===== src/rtl/ulaw_to_fix14_stream.sv =====
// Streaming u-law to 14-bit two's complement decoder with frame index tagging.
// Two registered stages (field split, decode) under valid/ready flow control.
module ulaw_to_fix14_stream #(
    parameter int FRAME_LEN = 784,
    parameter int IDX_W     = 10
) (
    input  logic             clk,
    input  logic             rst,
    input  logic             in_valid,
    output logic             in_ready,
    input  logic [7:0]       in_data,
    output logic             out_valid,
    input  logic             out_ready,
    output logic [13:0]      out_data,
    output logic [IDX_W-1:0] out_idx,
    output logic             out_last
);

    // Handshake: a transfer happens on any rising edge where valid && ready.
    // Once raised, out_valid and its payload hold until out_ready is seen.
    localparam logic [IDX_W-1:0] LAST_IDX = IDX_W'(FRAME_LEN - 1);

    logic             s1_valid_q, s1_valid_d;
    logic             s1_sign_q, s1_sign_d;
    logic [2:0]       s1_chord_q, s1_chord_d;
    logic [3:0]       s1_val_q, s1_val_d;
    logic             s2_valid_q, s2_valid_d;
    logic [13:0]      s2_data_q, s2_data_d;
    logic [IDX_W-1:0] idx_q, idx_d;

    logic        adv1;
    logic        adv2;
    logic        out_xfer;
    logic [7:0]  code;
    logic [13:0] mag;
    logic [13:0] dec;

    always_comb begin
        adv2     = !s2_valid_q || out_ready;
        adv1     = !s1_valid_q || adv2;
        in_ready = adv1 && !rst;
        out_xfer = s2_valid_q && out_ready;
    end

    // Magnitude tops out at 8031, so 14 bits hold every intermediate value.
    always_comb begin
        code = ~in_data;
        mag  = ((14'({s1_val_q, 1'b0}) + 14'd33) << s1_chord_q) - 14'd33;
        dec  = s1_sign_q ? (14'd0 - mag) : mag;
    end

    always_comb begin
        s1_valid_d = s1_valid_q;
        s1_sign_d  = s1_sign_q;
        s1_chord_d = s1_chord_q;
        s1_val_d   = s1_val_q;
        s2_valid_d = s2_valid_q;
        s2_data_d  = s2_data_q;
        idx_d      = idx_q;

        if (adv1) begin
            s1_valid_d = in_valid;
            if (in_valid) begin
                s1_sign_d  = code[7];
                s1_chord_d = code[6:4];
                s1_val_d   = code[3:0];
            end
        end

        if (adv2) begin
            s2_valid_d = s1_valid_q;
            if (s1_valid_q) begin
                s2_data_d = dec;
            end
        end

        if (out_xfer) begin
            idx_d = (idx_q == LAST_IDX) ? '0 : idx_q + IDX_W'(1);
        end
    end

    always_ff @(posedge clk) begin
        if (rst) begin
            s1_valid_q <= 1'b0;
            s1_sign_q  <= 1'b0;
            s1_chord_q <= 3'd0;
            s1_val_q   <= 4'd0;
            s2_valid_q <= 1'b0;
            s2_data_q  <= 14'd0;
            idx_q      <= '0;
        end else begin
            s1_valid_q <= s1_valid_d;
            s1_sign_q  <= s1_sign_d;
            s1_chord_q <= s1_chord_d;
            s1_val_q   <= s1_val_d;
            s2_valid_q <= s2_valid_d;
            s2_data_q  <= s2_data_d;
            idx_q      <= idx_d;
        end
    end

    always_comb begin
        out_valid = s2_valid_q;
        out_data  = s2_data_q;
        out_idx   = idx_q;
        out_last  = s2_valid_q && (idx_q == LAST_IDX);
    end

endmodule

===== config.mk =====
export PLATFORM = sky130hd
export DESIGN_NAME = ulaw_to_fix14_stream
export DESIGN_NICKNAME = d
export VERILOG_FILES = /design/src/rtl/ulaw_to_fix14_stream.sv
export SDC_FILE = /design/constraint.sdc
export NUM_CORES = 1
export LEC_CHECK = 0
export BUFFER_PORTS_ARGS = -buffer_cell sky130_fd_sc_hd__buf_2
export CAP_MARGIN = 20
export CORE_ASPECT_RATIO = 1.25
export CORE_UTILIZATION = 60
export CTS_CLUSTER_DIAMETER = 80
export DETAILED_ROUTE_END_ITERATION = 10
export PLACE_DENSITY = 0.88
export SYNTH_ARGS = -nofsm -noshare
export SYNTH_HDL_FRONTEND = slang
export SYNTH_SLANG_ARGS = --single-unit

===== constraint.sdc =====
create_clock -name clk -period 6.1 [get_ports clk]
set_input_delay 0.61 -clock clk [delete_from_list [all_inputs] [get_ports clk]]
set_output_delay 0.61 -clock clk [all_outputs]
set_load 0.005 [all_outputs]

# == Word level (Yosys, flattened, before mapping) ==
# Index checks and enable logic that the tools add are counted.
# totals
output_inout_bits,27
input_bits,12
word_cells,26
regBits,34
# op_classes
add_sub_neg,4
reduce_logical,10
n_eq_ne,1
n_mux,2
shift,1
bitwise,1
# op_table
operator,n
$mux 14,1
$shl 7x3->14,1
$sub 1x14->14 const A,1
$sub 14x6->14 const B,1
$add 10x1->10 const B,1
$eq 10x10->1 const B,1
$mux 10,1
$not 8->8,1
$add 5x6->7 const B,1
$reduce_and 2->1,2
$logic_and 1x1->1,3
$logic_not 1->1,3
$logic_or 1x1->1,2

# == Logic depth before layout (Yosys ltp) ==
# Gate-level depths: netlist of the first run.
# logic_depth
depth_word,5
mapped_depth,13
mapped_depth_nobuf,10

# == Worst setup path before layout of the first run ==
# OpenSTA, ideal clock, no wires.
# synth_path
kind,register to register
startpoint,register s1_chord_q[0]
endpoint,register s2_data_q[8] (netlist: out_data[8])
path_stages_with_launch,13
setup_ns,0.095
setup_slack_ns,3.169
synth_period_minus_slack_ns,2.931
path_buffers,3
arrival_time_ns,2.836
required_ns,6.005
cell_sequence,dfxtp_1 -> buf_2 -> buf_2 -> buf_1 -> o22ai_1 -> nand2_1 -> ha_1 -> a21bo_4 -> or2_2 -> o41ai_1 -> o22ai_1 -> or3_1 -> o311ai_1
# synth_between
elab_chain_cells,4
# synth_lines
element,line,source
from (decl),25,"logic [2:0] s1_chord_q, s1_chord_d;"
from (signal assigned),94,s1_chord_q <= s1_chord_d;
$shl 7x3->14 (*),48,"mag = ((14'({s1_val_q, 1'b0}) + 14'd33) << s1_chord_q) - 14'd33;"
$sub 14x6->14 (*),48,
$sub 1x14->14,49,dec = s1_sign_q ? (14'd0 - mag) : mag;
$mux 14 (*),49,
to (signal assigned),97,s2_data_q <= s2_data_d;
to (decl),28,"logic [13:0] s2_data_q, s2_data_d;"
# Mark *: on every way between the ends. The rest lies on a longest branch, timed or not.
# A chain may end at the register's enable or synchronous reset.

# == Worst setup path in the final report of the first run ==
# layout_path
startpoint,register s1_chord_q[0]
endpoint,register s2_data_q[7] (netlist: out_data[7])
# Same word-level chain as after synthesis.

==> impl_metrics.csv, run 1 <==
group,metric,value,unit
timing,fmax,281,MHz
worst_setup_path,cp-endpoint,"out_data[7]$_SDFFE_PP0P_",
job,maxCapViolations,0,
cells_and_area,syn2layout_area_growth,12.9,%
power,ir_worst_vdd,0.232,mV
timing,tightest_slew,0.996,ns
logic_synthesis,synth_cell_types,59,
detailed_routing,num_vias,2064,
logic_synthesis,netlist_instances,273,
grt,grt_pass1_vias,1718,
grt,grt_usage,26.2,%
timing,final.setup.tns,0,ns
timing,slew_viol_final,0,
detailed_routing,antenna_left,0,
clock_network,clock-sinks,34,
timing,finalCritPeriodShare,58.4,%
clock_network,cts.repair.resized,0,
logic_synthesis,synth_edf_count,0,
timing,rsz0062_at_grt,"false",
cells_and_area,most-common-layout-cells,"38 x buf_2, 34 x nor2_1, 34 x dfxtp_1",
worst_setup_path,critPathLaunchType,"flop",
place,port_buffers,38,
timing,setup_viol,0,
cells_and_area,n_antenna_cell,0,
detailed_routing,via_per_inst,6.09,
detailed_routing,first_pass_iters,6,
clock_network,clockRootBuffer,"clkbuf_8",
grt,grt_pass1_wl,7.87,mm
worst_setup_path,regToRegSetupSlack,2.54,ns
worst_hold_path,hold_class,"flop to flop",
logic_synthesis,yosys_warnings,0,
cells_and_area,drive_gt1_share,18.5,%
power,p_per_area,250,nW/um^2
worst_setup_path,rr_startpoint,"s1_chord_q[0]$_SDFFE_PP0P_",
grt,grt_max_degree,34,
logic_synthesis,synth-seq-cells,34,
detailed_routing,drc,0,
floorplanning,rows,23,
clock_network,postCtsSetupBuffers,0,
floorplanning,die_w,55.6,microns
worst_setup_path,critPathLaunch,"s1_chord_q[0]$_SDFFE_PP0P_",
cells_and_area,nNetsFinal,318,
logic_synthesis,async_reset_ff_share,0,%
floorplanning,die_height,68.9,microns
worst_setup_path,endpoint_kind,"flop",
worst_hold_path,hold_start,"out_data[11]$_SDFFE_PP0P_",
power,leakagePower,0.991,nW
logic_synthesis,synthFlopType,"dfxtp_1",
floorplanning,ioPinCount,39,
status,outcome,"complete, no violations",
worst_setup_path,crit_arrival,3.73,ns
detailed_routing,wirelength,4.72,mm
timing,skew,0.00412,ns
cells_and_area,fin_area,2430,sq um
clock_network,cts_tree,"done",
worst_setup_path,critPathRequiredTime,6.27,ns
timing,hold_violations,0,
clock_network,clock_latency,0.28,ns
place,place_area,2310,sq um
cells_and_area,final_util,73.3,%
worst_setup_path,critPathMaxFanout,32,
timing,whs,0.450,ns
power,p_total,607,uW
clock_network,htree_levels,2,
place,place_hpwl,3.36,mm
detailed_routing,drt_iter0_drc,72,
grt,antenna_found_initial,0,
clock_network,cts_hold_buf,0,
floorplanning,die_area,3830,sq um
grt,grt_overflow,0,
logic_synthesis,synthesis.nets,289,
floorplanning,initial_core_util,65.0,%
cells_and_area,final_common_cell,"buf_2",
detailed_routing,wl_per_cell,13.9,microns
clock_network,path_clk_slew,0.07,ns
clock_network,cts_buffers,5,
logic_synthesis,synth-seq-area-share,31.6,%
clock_network,cts_buffer_depth,2,
timing,period_needed,3.56,ns
place,gp_congestion,0.907,
floorplanning,core,3310,sq um
worst_setup_path,rr_endpoint,"out_data[7]$_SDFFE_PP0P_",
logic_synthesis,syn_area,2150,sq um
timing,slew_headroom,33.5,%
worst_setup_path,path_class,"flop to flop",
worst_setup_path,ff2ff_path_depth,10,
logic_synthesis,syn_area_per_cell,7.88,sq um
## worst max-delay path: stages (launching register included)
cell and delay (ns):
dfxtp_1 0.95, nand2b_1 0.31, o22ai_1 0.24, nand2_1 0.11
ha_1 0.22, a21bo_4 0.22, or2_2 0.30, o21ai_0 0.48
a21o_1 0.23, a21oi_1 0.10, a311o_1 0.29
## logic make-up after synthesis
family	count (synthesis)	synth area share (%)
flip-flops	34	31.6
buffers and inverters	23	4.77
XOR/XNOR	14	6.05
adder cells (fa/ha/maj)	4	2.33
AO/OA/AOI/OAI	72	23.8
multiplexers	5	2.91
AND/OR/NAND/NOR	121	28.5
## cells in the mapped netlist, drive strengths merged (2+ instances only)
master  number  area, sq um
ha           4         50.1
nand2b       8         50.1
nor3         6         35.0
a21oi       18         90.1
and2         3         18.8
o22ai        4         31.3
a311o        3         30.0
a21boi       2         15.0
nor2b        4         25.0
inv          5         18.8
nand4        4         25.0
or3          7         43.8
o21ai       11         55.1
a21o         3         22.5
or2          4         27.5
nor2        34          128
clkbuf       9         33.8
a211oi      14          105
buf          8         46.3
dfxtp       34          681
nand2       26         97.6
xor2         7         61.3
nand3       11         55.1
mux2i        4         40.0
nor3b        5         37.5
nand3b       5         37.5
xnor2        7         68.8
o31ai        2         28.8
## sequential cells by signal, indices dropped and copies added (netlist names)
signal      cells
out_data       14
s1_val_q        4
s1_sign_q       1
out_idx        10
s1_valid_q      1
out_valid       1
s1_chord_q      3
## metal layers
layer	GRT usage (%)	vias up	routed length (microns)
met3	6.53	13	278
met2	47.1	77	2310
met4	12.5	0	109
met5	0	-	0
li1	-	1047	-
met1	29.6	927	2010
## stage by stage
step | instances | worst slack, ns
finish | 339 | 2.54
global route | 339 | 2.24
CTS | 339 | 2.61
floorplan | 273 | 3.17
detailed placement | 332 | 2.69
global placement | 332 | 2.78
## power by group
group          internal (mW)  switching [mW]  total (mW)  leakage [nW]
Clock                  0.131          0.0777       0.208        0.0573
Combinational         0.0647          0.0789       0.144         0.656
Sequential             0.235          0.0204       0.255         0.278
Total                  0.430           0.177       0.607         0.991
## worst min-delay path by stage
stage / end / slack [ns] / depth (start not counted)
after floorplan: out_data[3]$_SDFFE_PP0P_ / 0.45 / 2
after global placement: out_data[11]$_SDFFE_PP0P_ / 0.44 / 2
after detailed placement: out_data[11]$_SDFFE_PP0P_ / 0.45 / 2
after CTS: out_data[11]$_SDFFE_PP0P_ / 0.45 / 2
after global routing: out_data[3]$_SDFFE_PP0P_ / 0.48 / 2
final: out_data[11]$_SDFFE_PP0P_ / 0.45 / 2
## area by class of cell
cell class,count,area [sq um]
Inverter,6,22.5
Tap cell,37,46.3
Sequential cell,34,681
Clock buffer,6,82.6
Fill cell,286,882
Clock inverter,1,30.0
Timing Repair Buffer,39,198
Multi-Input combinational cell,216,1370
Power figures use the tool's default switching activity.
==> run 2: changes to the inputs <==
- CORE_UTILIZATION: 60 -> 56
- PLACE_DENSITY: 0.88 -> 0.83
- clock period: 6.1 -> 3.46 ns (I/O delays scaled with it)
==> impl_metrics.csv, run 2 (synthesis results as in run 1) <==
group,metric,value,unit
status,outcome,"finished, violations left",
status,violations,"DRC",
detailed_routing,wl_per_cell,13.7,microns
worst_setup_path,path_class,"flop to flop",
clock_network,clock-sinks,34,
timing,slew_headroom,33.2,%
cells_and_area,fin_area,2430,sq um
power,p_total,984,uW
floorplanning,ioPinCount,39,
floorplanning,core,3570,sq um
worst_setup_path,critPathLaunchType,"flop",
timing,tightest_slew,1.00,ns
timing,whs,0.232,ns
place,port_buffers,38,
timing,hold_violations,0,
timing,final.setup.tns,0,ns
place,dp.cells,339,
timing,period_needed,2.83,ns
detailed_routing,first_pass_iters,8,
timing,skew,0.00549,ns
floorplanning,die_w,57.4,microns
cells_and_area,final_util,68.1,%
clock_network,htree_levels,2,
worst_setup_path,critPathRequiredTime,3.66,ns
timing,finalCritPeriodShare,81.7,%
clock_network,path_clk_slew,0.07,ns
place,place_area,2350,sq um
timing,slew_viol_final,0,
power,p_int,671,uW
cells_and_area,nNetsFinal,323,
worst_setup_path,critical_path.max_stage_delay,0.41,ns
power,power_switching,314,uW
worst_hold_path,hold_class,"input pin to flop",
cells_and_area,most-common-layout-cells,"38 x buf_2, 34 x nor2_1, 34 x dfxtp_1",
place,dpl_worst_slack,0.680,ns
detailed_routing,antenna_left,0,
power,combinationalPowerShare,28.1,%
worst_setup_path,critPathMaxFanout,6,
detailed_routing,via_per_inst,5.92,
cells_and_area,largest_reg_flops,14,
clock_network,clockRootBuffer,"clkbuf_8",
worst_setup_path,slowest_stage,"or3_1",
grt,grt_overflow,0,
power,ir_worst_vdd,0.366,mV
grt,grt_max_degree,34,
cells_and_area,n_antenna_cell,0,
power,leakagePower,1.00,nW
grt,antenna_found_initial,0,
cells_and_area,fillers,304,
job,maxCapViolations,0,
clock_network,postCtsSetupBuffers,0,
place,place_hpwl,3.59,mm
timing,setup_viol,0,
clock_network,cts_buffers,5,
detailed_routing,num_vias,2047,
clock_network,cts_buffer_depth,2,
clock_network,cts_hold_buf,0,
power,pwr-share-seq,44.4,%
cells_and_area,drive_gt1_share,19.9,%
grt,grt_usage,24.6,%
grt,grt_pass1_vias,1855,
timing,rsz0062_at_grt,"false",
worst_setup_path,endpoint_kind,"flop",
floorplanning,rows,24,
detailed_routing,wirelength,4.72,mm
place,gp_congestion,0.961,
cells_and_area,instances_no_fill,346,
grt,grt_pass1_wl,7.96,mm
worst_setup_path,cpMostUsedCell,"or2_2",
cells_and_area,syn2layout_area_growth,13.1,%
floorplanning,initial_core_util,60.2,%
timing,fin_ws,0.634,ns
worst_setup_path,crit_arrival,3.02,ns
power,p_per_area,404,nW/um^2
clock_network,clock_latency,0.28,ns
floorplanning,die_area,4090,sq um
timing,fmax,354,MHz
clock_network,cts_tree,"done",
detailed_routing,drc,2,
floorplanning,die_height,71.3,microns
detailed_routing,drt_iter0_drc,83,
power,swShare,31.9,%
worst_setup_path,crit_chain,"or2_4, or2_2, ha_1, a21bo_4, or2_2, o41ai_1, o22ai_1, or3_1, o311ai_1",
power,power_frac_clock,27.5,%
cells_and_area,final_common_cell,"buf_2",
clock_network,cts.repair.resized,0,
[run 2: cell types whose count changed in the layout (fill, tap and decap cells not counted), sizes merged]
cell and delta:
buf +5, bufinv -1, clkbuf -1, clkinv +2
[run 2: path summary, 6_finish.rpt]
kind | slack [ns] | depth (start not counted) | to | start
worst max-delay path | 0.63 | 9 | out_data[8]$_SDFFE_PP0P_ | s1_chord_q[2]$_SDFFE_PP0P_
worst min-delay path | 0.23 | 2 | s1_val_q[0]$_SDFFE_PP0P_ | in_data[0]
worst max register to register | 0.63 | 9 | out_data[8]$_SDFFE_PP0P_ | s1_chord_q[2]$_SDFFE_PP0P_
worst min register to register | 0.46 | 2 | out_data[3]$_SDFFE_PP0P_ | out_data[3]$_SDFFE_PP0P_
[run 2: power by group through the flow]
| stage | Sequential (mW) | Clock, mW | Combinational, mW |
|---|---|---|---|
| after floorplan | 0.437 | 0 | 0.214 |
| after global placement | 0.444 | 0 | 0.270 |
| after detailed placement | 0.445 | 0 | 0.273 |
| after CTS | 0.436 | 0.274 | 0.275 |
| after global routing | 0.440 | 0.288 | 0.307 |
| final | 0.437 | 0.271 | 0.276 |
[run 2: final cells by class]
cell class	count	area, sq um	share of cell area, %
well taps	39	48.8	2.01
inverters	6	22.5	0.925
repair buffers	44	235	9.67
multi-input cells	216	1370	56.2
clock buffers	5	68.8	2.83
flip-flops and latches	34	681	28.0
clock inverters	2	10.0	0.411
[run 2: metal layers]
layer	wire, microns	track usage [%]	part of all wire, %
met5	0	0	0
met1	2030	27.8	43
met3	172	5.42	3.6
met4	122	12.7	2.6
met2	2400	42.8	51
[run 2: worst max-delay path: cells and delay by family (launching register included)]
family / cells / cell delay (ns)
fa+ha+maj: 1 / 0.20
flops: 1 / 0.35
compound gates: 4 / 0.87
simple gates: 4 / 1.32
